**src/rtl/pitch_pkg.sv**
```systemverilog
// Shared definitions for the pitch stabiliser.
// Holds the FSM state type and the default parameter values used by the
// top level and by the sample window.
package pitch_pkg;

    typedef enum logic [1:0] {
        StIdle,
        StFill,
        StTrack,
        StLocked
    } pitch_state_e;

    localparam int unsigned DefW     = 10;
    localparam int unsigned DefNavg  = 4;
    localparam int unsigned DefTol   = 2;
    localparam int unsigned DefLockN = 3;

endpackage

```
**src/rtl/sample_window.sv**
```systemverilog
// Sliding window over the last NAVG accepted pitch samples.
// Keeps a running sum updated incrementally and exposes both the current
// average and the average the window would have if 'sample' were pushed now.
// Ports:
//   clk, reset      clock, asynchronous active-low reset
//   clear           synchronous clear of window and sum
//   push            accept 'sample' this cycle
//   sample [W-1:0]  sample to push
//   avg            average before any push (sum >> log2(NAVG))
//   avg_next       average after pushing 'sample'
module sample_window
    import pitch_pkg::*;
#(
    parameter int unsigned W    = DefW,
    parameter int unsigned NAVG = DefNavg  // power of two, 2..16
) (
    input  logic         clk,
    input  logic         reset,
    input  logic         clear,
    input  logic         push,
    input  logic [W-1:0] sample,
    output logic [W-1:0] avg,
    output logic [W-1:0] avg_next
);

    localparam int unsigned LogN = $clog2(NAVG);
    localparam int unsigned SW   = W + LogN;

    logic [W-1:0]  win_q [NAVG];
    logic [SW-1:0] sum_q;
    logic [SW-1:0] sum_d;

    // The oldest sample is always part of the sum, so the modular result
    // never goes negative in real terms.
    assign sum_d    = sum_q + SW'(sample) - SW'(win_q[NAVG-1]);
    assign avg      = sum_q[SW-1:LogN];
    assign avg_next = sum_d[SW-1:LogN];

    always_ff @(posedge clk or negedge reset) begin
        if (!reset) begin
            for (int i = 0; i < NAVG; i++) win_q[i] <= '0;
            sum_q <= '0;
        end else if (clear) begin
            for (int i = 0; i < NAVG; i++) win_q[i] <= '0;
            sum_q <= '0;
        end else if (push) begin
            win_q[0] <= sample;
            for (int i = 1; i < NAVG; i++) win_q[i] <= win_q[i-1];
            sum_q <= sum_d;
        end
    end

endmodule

```
**src/rtl/pitch_stabiliser.sv**
```systemverilog
// Pitch stabiliser: smooths FFT bin estimates from a pitch detector and
// only reports a pitch once it has been stable for LOCK_N estimates.
// Ports:
//   clk              audio-codec clock, all logic on posedge
//   reset            asynchronous active-low reset
//   in_data [W-1:0]  bin index from pitch detector
//   in_valid         one-cycle qualifier for in_data, always consumed
//   out_data [W-1:0] stabilised bin index, held between updates
//   out_valid        one-cycle pulse when out_data is loaded
//   locked           high while in the locked state
module pitch_stabiliser
    import pitch_pkg::*;
#(
    parameter int unsigned W       = DefW,
    parameter int unsigned NAVG    = DefNavg,
    parameter int unsigned TOL     = DefTol,
    parameter int unsigned LOCK_N  = DefLockN,
    parameter int unsigned TIMEOUT = 18432000
) (
    input  logic         clk,
    input  logic         reset,
    input  logic [W-1:0] in_data,
    input  logic         in_valid,
    output logic [W-1:0] out_data,
    output logic         out_valid,
    output logic         locked
);

    localparam int unsigned FW = $clog2(NAVG + 1);
    localparam int unsigned CW = $clog2(LOCK_N + 1);
    localparam int unsigned TW = $clog2(TIMEOUT + 1);

    localparam logic [FW-1:0] FillLast = FW'(NAVG - 1);
    localparam logic [CW-1:0] LockLast = CW'(LOCK_N - 1);
    localparam logic [TW-1:0] TMax     = TW'(TIMEOUT);
    localparam logic [TW-1:0] TPre     = TW'(TIMEOUT - 1);
    localparam logic [W:0]    TolV     = (W+1)'(TOL);
    localparam logic [W:0]    HalfTolV = (W+1)'(TOL / 2);

    pitch_state_e  state_q;
    logic [FW-1:0] fill_cnt_q;
    logic [CW-1:0] match_cnt_q;
    logic [CW-1:0] miss_cnt_q;
    logic [TW-1:0] silence_q;

    logic [W-1:0]  avg;
    logic [W-1:0]  avg_next;
    logic signed [W:0] diff;
    logic signed [W:0] drift;
    logic [W:0]    abs_diff;
    logic [W:0]    abs_drift;
    logic          match;
    logic          big_drift;
    logic          timeout;
    logic          win_push;

    // One extra bit so differences near bin 0 or the top bin cannot wrap.
    always_comb begin
        diff      = $signed({1'b0, in_data}) - $signed({1'b0, avg});
        drift     = $signed({1'b0, avg_next}) - $signed({1'b0, out_data});
        abs_diff  = diff[W] ? $unsigned(-diff) : $unsigned(diff);
        abs_drift = drift[W] ? $unsigned(-drift) : $unsigned(drift);
        match     = abs_diff <= TolV;
        big_drift = abs_drift > HalfTolV;
        // A valid input always wins over an expiring silence counter.
        timeout   = !in_valid && (silence_q == TPre) && (state_q != StIdle);
        // Outliers seen while locked are not allowed to pollute the window.
        win_push  = in_valid && !timeout && ((state_q != StLocked) || match);
    end

    sample_window #(
        .W    (W),
        .NAVG (NAVG)
    ) u_window (
        .clk      (clk),
        .reset    (reset),
        .clear    (timeout),
        .push     (win_push),
        .sample   (in_data),
        .avg      (avg),
        .avg_next (avg_next)
    );

    always_ff @(posedge clk or negedge reset) begin
        if (!reset) begin
            state_q     <= StIdle;
            fill_cnt_q  <= '0;
            match_cnt_q <= '0;
            miss_cnt_q  <= '0;
            silence_q   <= '0;
            out_data    <= '0;
            out_valid   <= 1'b0;
            locked      <= 1'b0;
        end else begin
            out_valid <= 1'b0;
            if (in_valid) begin
                silence_q <= '0;
            end else if (silence_q != TMax) begin
                silence_q <= silence_q + TW'(1);
            end

            if (timeout) begin
                state_q     <= StIdle;
                fill_cnt_q  <= '0;
                match_cnt_q <= '0;
                miss_cnt_q  <= '0;
                locked      <= 1'b0;
                if (out_data != '0) begin
                    out_data  <= '0;
                    out_valid <= 1'b1;
                end
            end else if (in_valid) begin
                unique case (state_q)
                    StIdle: begin
                        fill_cnt_q <= FW'(1);
                        state_q    <= StFill;
                    end
                    StFill: begin
                        fill_cnt_q <= fill_cnt_q + FW'(1);
                        if (fill_cnt_q == FillLast) begin
                            state_q     <= StTrack;
                            match_cnt_q <= '0;
                        end
                    end
                    StTrack: begin
                        if (!match) begin
                            match_cnt_q <= '0;
                        end else if (match_cnt_q == LockLast) begin
                            state_q     <= StLocked;
                            locked      <= 1'b1;
                            match_cnt_q <= '0;
                            miss_cnt_q  <= '0;
                            out_data    <= avg_next;
                            out_valid   <= 1'b1;
                        end else begin
                            match_cnt_q <= match_cnt_q + CW'(1);
                        end
                    end
                    StLocked: begin
                        if (match) begin
                            miss_cnt_q <= '0;
                            if (big_drift) begin
                                out_data  <= avg_next;
                                out_valid <= 1'b1;
                            end
                        end else if (miss_cnt_q == LockLast) begin
                            state_q     <= StTrack;
                            locked      <= 1'b0;
                            match_cnt_q <= '0;
                            miss_cnt_q  <= '0;
                        end else begin
                            miss_cnt_q <= miss_cnt_q + CW'(1);
                        end
                    end
                    default: state_q <= StIdle;
                endcase
            end
        end
    end

endmodule

```
**config.mk**
```make
export PLATFORM = sky130hd
export DESIGN_NAME = pitch_stabiliser
export DESIGN_NICKNAME = d
export VERILOG_FILES = /design/src/rtl/pitch_pkg.sv /design/src/rtl/sample_window.sv /design/src/rtl/pitch_stabiliser.sv
export SDC_FILE = /design/constraint.sdc
export NUM_CORES = 1
export LEC_CHECK = 0
export CAP_MARGIN = 0
export CORE_MARGIN = 2
export CORE_UTILIZATION = 50
export DETAILED_ROUTE_END_ITERATION = 6
export HOLD_SLACK_MARGIN = 0.02
export PLACE_DENSITY = 0.65
export REMOVE_ABC_BUFFERS = 1
export SYNTH_ARGS = -nofsm -noshare
export SYNTH_HDL_FRONTEND = slang
export SYNTH_SLANG_ARGS = --single-unit
```
**constraint.sdc**
```tcl
create_clock -name clk -period 10.6 [get_ports clk]
set_input_delay 2.65 -clock clk [delete_from_list [all_inputs] [get_ports clk]]
set_output_delay 2.65 -clock clk [all_outputs]
set_load 0.01 [all_outputs]
```
[Word level (Yosys, flattened, before mapping)]
Cells that the tools add are included.
Cells by class
  $add $sub $neg: 10
  $lt $le $gt $ge: 2
  equal/unequal tests: 17
  muxes and demuxes: 57
  reductions and logical operators: 22
Operator list (count)
  2-to-1 mux 40 bit: 2
  2-to-1 mux 10 bit: 7
  2-to-1 mux 25 bit: 2
  2-to-1 mux 2 bit: 20
  adder 25 x 1 -> 25 bit (second input constant): 1
  == test 25 bit (second input constant): 1
  != test 25 bit (second input constant): 1
  2-to-1 mux 12 bit: 2
  2-to-1 mux 11 bit: 2
  negator 11 bit: 2
  subtractor 10 x 10 -> 11 bit: 2
  != test 3 bit (second input constant): 7
  case mux 10 bit (2 select lines): 1
  2-to-1 mux 1 bit: 13
  adder 12 x 10 -> 12 bit: 1
  AND reduction 6 bit: 2
  subtractor 12 x 10 -> 12 bit: 1
  greater-than comparator 11 x 1 -> 1 bit (second input constant): 1
  less-or-equal comparator 11 x 2 -> 1 bit (second input constant): 1
  nonzero test 10 bit: 1
  == test 2 bit (second input constant): 4
  case mux 2 bit (4 select lines): 1
  nonzero test 2 bit: 4
  AND reduction 7 bit: 1
  20 further kinds: 28
Word-level totals
  register bits: 98
  input bits: 13

[Longest topological paths before layout]
  word-level depth: 11
  mapped depth: 23
  depth with buffers taken out: 23

[Hierarchy]
Synthesis repeated with hierarchy kept, for this count alone.
Unflattened totals
  cell total of the unflattened synthesis: 848
  area, all modules: 7483.4 µm²
Modules (own cells, without submodules)
  pitch_stabiliser: instances 1, cells an instance 526, area an instance 4335.4 µm², sequential area each 1151.1 µm²
  sample_window: instances 1, cells an instance 322, area an instance 3148.0 µm², sequential area each 1301.2 µm²

[Worst setup path after synthesis]
No wires, ideal clock.
  path type: input to register
  start: input port in_data[1]
  end: register out_data[0]
  library setup time: 80 ps
  arrival: 7172 ps
  setup slack: 3348 ps
  cell stages on the path: 21
  buffers on the path: 0
  cells stage by stage: inv_1 > fa_1 > inv_1 > ha_1 > a21o_1 > a21oi_1 > nor2b_1 > o21a_1 > o41a_1 > a311o_1 > o31ai_1 > xnor2_1 > ha_1 > inv_1 > nor2_1 > a221o_1 > or4_1 > o211ai_1 > nand4_1 > nand3_1 > mux2i_1
On the way
  word-level cells in the longest chain between the ends: 8
  elaborated cells between the ends (all ways): 21
  classes of those cells: add/sub: 6; order compare: 2; eq/ne: 3; mux: 9; reduce/logical: 1
RTL lines
  start, declared: RTL line pitch_stabiliser.sv:22  | input logic [W-1:0] in_data,
  adder 12 x 10 -> 12 bit: RTL line sample_window.sv:35  | assign sum_d = sum_q + SW'(sample) - SW'(win_q[NAVG-1]);
  subtractor 12 x 10 -> 12 bit: RTL line sample_window.sv:35
  subtractor 10 x 10 -> 11 bit: RTL line pitch_stabiliser.sv:60  | drift = $signed({1'b0, avg_next}) - $signed({1'b0, out_data});
  negator 11 bit: RTL line pitch_stabiliser.sv:62  | abs_drift = drift[W] ? $unsigned(-drift) : $unsigned(drift);
  2-to-1 mux 11 bit: RTL line pitch_stabiliser.sv:62
  greater-than comparator 11 x 1 -> 1 bit: RTL line pitch_stabiliser.sv:64  | big_drift = abs_drift > HalfTolV;
  != test 3 bit (no line)
  AND reduction 7 bit (no line)
  end signal, assigned: RTL line pitch_stabiliser.sv:133  | out_data <= avg_next;
  end signal, assigned: RTL line pitch_stabiliser.sv:143  | out_data <= avg_next;
  end, declared: RTL line pitch_stabiliser.sv:24  | output logic [W-1:0] out_data,
Parallel ways exist; a longest one is shown, timed or not. The select of a mux whose other input is x is not followed.
A chain may end at the register's enable or synchronous reset.

[Final worst setup path]
  start: input port in_data[1]
  end: register out_data[1]
Same word-level chain as after synthesis.

==> impl_results.md <==
- Post-DP HPWL: between 10,000 and 15,000 um
- Largest area contributor in the netlist: dfrtp_1
- Max Root-Sink Buffers: 2
- Crit path cell chain: clkdlybuf4s50_1 > inv_1 > fa_1 > inv_1 > fa_1 > a21o_1 > a21oi_1 > o21bai_1 > a21oi_1 > xnor2_1 > ha_1 > a21o_1 > or3_1 > o221ai_1 > nand2_1 > o311ai_0 > nor2_1 > o31ai_1 > nand4_1 > nand3_1 > mux2i_1
- Cell with the most instances after synthesis: inv_1
- Initial core utilization: 51.3%
- First-pass GRT wire length: approximately 25,000 um
- Final ANT Viol Nets: 0
- Hold WC Path Type: flip-flop to flip-flop
- Final net count: 852
- Async SR Flop Fraction: 100%
- R2R cell count: 20
- Final wirelength: between 10,000 and 15,000 um
- EDFF count, synth: 0
- Final Setup Violations: 0
- Max stage delay cell, worst path: o311ai_0
- # DRC: 0
- CTS clk-pin slew, worst paths: 0.07 ns
- Seq cells post-synth: 98
- Gr usage total: between 20% and 30%
- Crit path kind: primary input to flip-flop
- Share of cells above drive strength 1: under 10%
- Max-cap viol count: 0
- CP Capture Point: out_data[1]
- RSZ-0062 raised after global routing: false
- Arr. time, crit path: between 8 and 9 ns
- Fin crit share: 76.8%
- Clock Latency Late Sink: 0.35 ns
- Post-CTS setup buffer count: 0
- Reg2Reg Launch Point: u_window.sum_q[1]
- Antenna violations before repair: 0
- Post-CTS Resized: 0
- Status: complete, no violations
- Die ar.: 14,600 um^2
- Pin count of the biggest net entering global routing: between 60 and 70
- Area growth syn-to-layout: 10.9%
- Die Y: 121 um
- Clock root cell: clkbuf_16
- Sequential-to-total area share from yosys stat: 35.9%
- IO Port Bufs: 24
- CP max stage delay: 0.58 ns
- Synthesized area: 6830 um^2
- Pre-antenna DRT Iters: 5
- Period minus WS final: 8.14 ns
- CTS sink cnt: 98
- Worst Path Required: 10.87 ns
- Top post-synthesis cells by area: dfrtp_1 (36%), mux2i_1 (9.8%), ha_1 (6.8%)
- Final weighted congestion in routability-driven placement: ~0.9
- Setup crit start kind: primary input
- Cts bufs inserted: 9
- DR vias/cell: 5.50
- Crit. path cell count: 21
- Yosys warnings: 0
- Overflow after GRT: 0
- List of most frequent post-synthesis cells: inv_1 (111), dfrtp_1 (98), nand2_1 (98)
- Cells after synthesis: 773
- Ports: 25
- Slew headroom: between 40% and 50%
- Worst R2R Setup Slack: 5.07 ns
- Area share of the largest cell type after synthesis: between 30% and 40%
- Worst Tran Pin Value: 0.888 ns
- # rows: 42
- Max FO, Critical Path: 7
- Core area: 13,300 um^2
- Cell family with most CP delay: compound AO/OA/AOI/OAI gates
- # H-tree levels: 3
- Die Width: 121 um
- Library cells used by synthesis: 68
- N_diodes: 0
- Hold_sp: miss_cnt_q[0]
- Storage element area: 2450 um^2
- Crit. End Element: flip-flop
- Setup TNS: 0 ns
- Max Fclk: 123 MHz
- Final slew viol count: 0
- CTS tree: done
- Vias in the first global route: 5,245
- FILL cells: 1,204
- Area of the multi-input gates: roughly 3900 um^2
- Routed len/inst: roughly 15 um
- DR vias: roughly 5,300
- Clock skew: around 0.0060 ns
- Fin. Hold Viols: 0
- Initial DRC count: approximately 260
- Top_reg_cell synth: dfrtp_1
- Bufs and invs on worst path: 3
- CP startpoint: in_data[1]
- Mean post-synth cell area: 8.83 um^2
- Reg2reg end: out_data[1]
- Hold-fix buffers at CTS: 0
[worst min-delay path by stage]
| stage | end | slack [ns] | cells past startpoint |
|---|---|---|---|
| 2_1_floorplan | miss_cnt_q[0] | 0.45 | 1 |
| 3_3_place_gp | miss_cnt_q[0] | 0.47 | 1 |
| 3_5_place_dp | miss_cnt_q[0] | 0.49 | 1 |
| 4_1_cts | miss_cnt_q[0] | 0.50 | 1 |
| 5_1_grt | miss_cnt_q[0] | 0.51 | 1 |
| 6_report | miss_cnt_q[0] | 0.50 | 1 |
[area by class of cell]
type	instances	share of cell area, %
Sequential cell	98	32.4
Timing Repair Buffer	29	3.64
Multi-Input combinational cell	541	51.2
Inverter	111	5.51
Tap cell	176	2.91
Clock inverter	4	0.976
Clock buffer	12	3.39
[flip-flops by register name, indices dropped and copies added (netlist names)]
signal	cells
state_q	2
match_cnt_q	2
out_data	10
locked	1
miss_cnt_q	2
out_valid	1
u_window.sum_q	12
fill_cnt_q	3
silence_q	25
u_window.win_q	40
[cells in the final DEF (no fill, tap or decap), drive strengths merged, types with 21 or more instances in the layout]
| master | n |
|---|---|
| ha | 37 |
| a21oi | 31 |
| o21ai | 29 |
| nand3 | 21 |
| clkdlybuf4s50 | 23 |
| dfrtp | 98 |
| nor2 | 53 |
| mux2i | 67 |
| nand2 | 98 |
| inv | 111 |
[worst register-to-register path, delay by kind of cell, from the launching register on]
family | cells | cell delay, ns
AOI/OAI and AO/OA | 8 | 2.25
muxes | 1 | 0.22
and+or+nand+nor | 5 | 1.01
DFF | 1 | 0.32
buffers and inverters | 2 | 0.13
adders and majority gates | 3 | 1.32
xor gates and xnor gates | 1 | 0.19
[metrics by stage]
step	hold slack (ns)	cells	cell area [um^2]	util (%)	setup slack, ns
6_report	0.497	971	7570	56.9	2.46
3_5_place_dp	0.488	955	7240	54.4	2.12
2_1_floorplan	0.454	750	6720	-	1.64
3_3_place_gp	0.469	955	7240	54.4	2.34
4_1_cts	0.496	971	7570	56.9	2.46
5_1_grt	0.512	971	7570	56.9	2.07
[cell families after synthesis]
group	count (synthesis)	share of synthesized area [%]
compound gates	135	13.7
xor+xnor	37	4.75
fa+ha+maj	49	10.3
buf+inv	134	7.70
flops	98	35.9
mux	68	9.99
simple gates	252	17.7
[routing by layer]
layer  global-route usage (%)  up-vias  wire length [um]
li1                         -     2679                 -
met3                     3.68       25               348
met1                     28.7     2571              7010
met4                     7.99        0               374
met2                     35.0       65              6840
met5                        0        -                 0
Power is left out: the tool's default activity adds up to more than one toggle a clock period on the data nets, which glitch-free logic cannot reach.
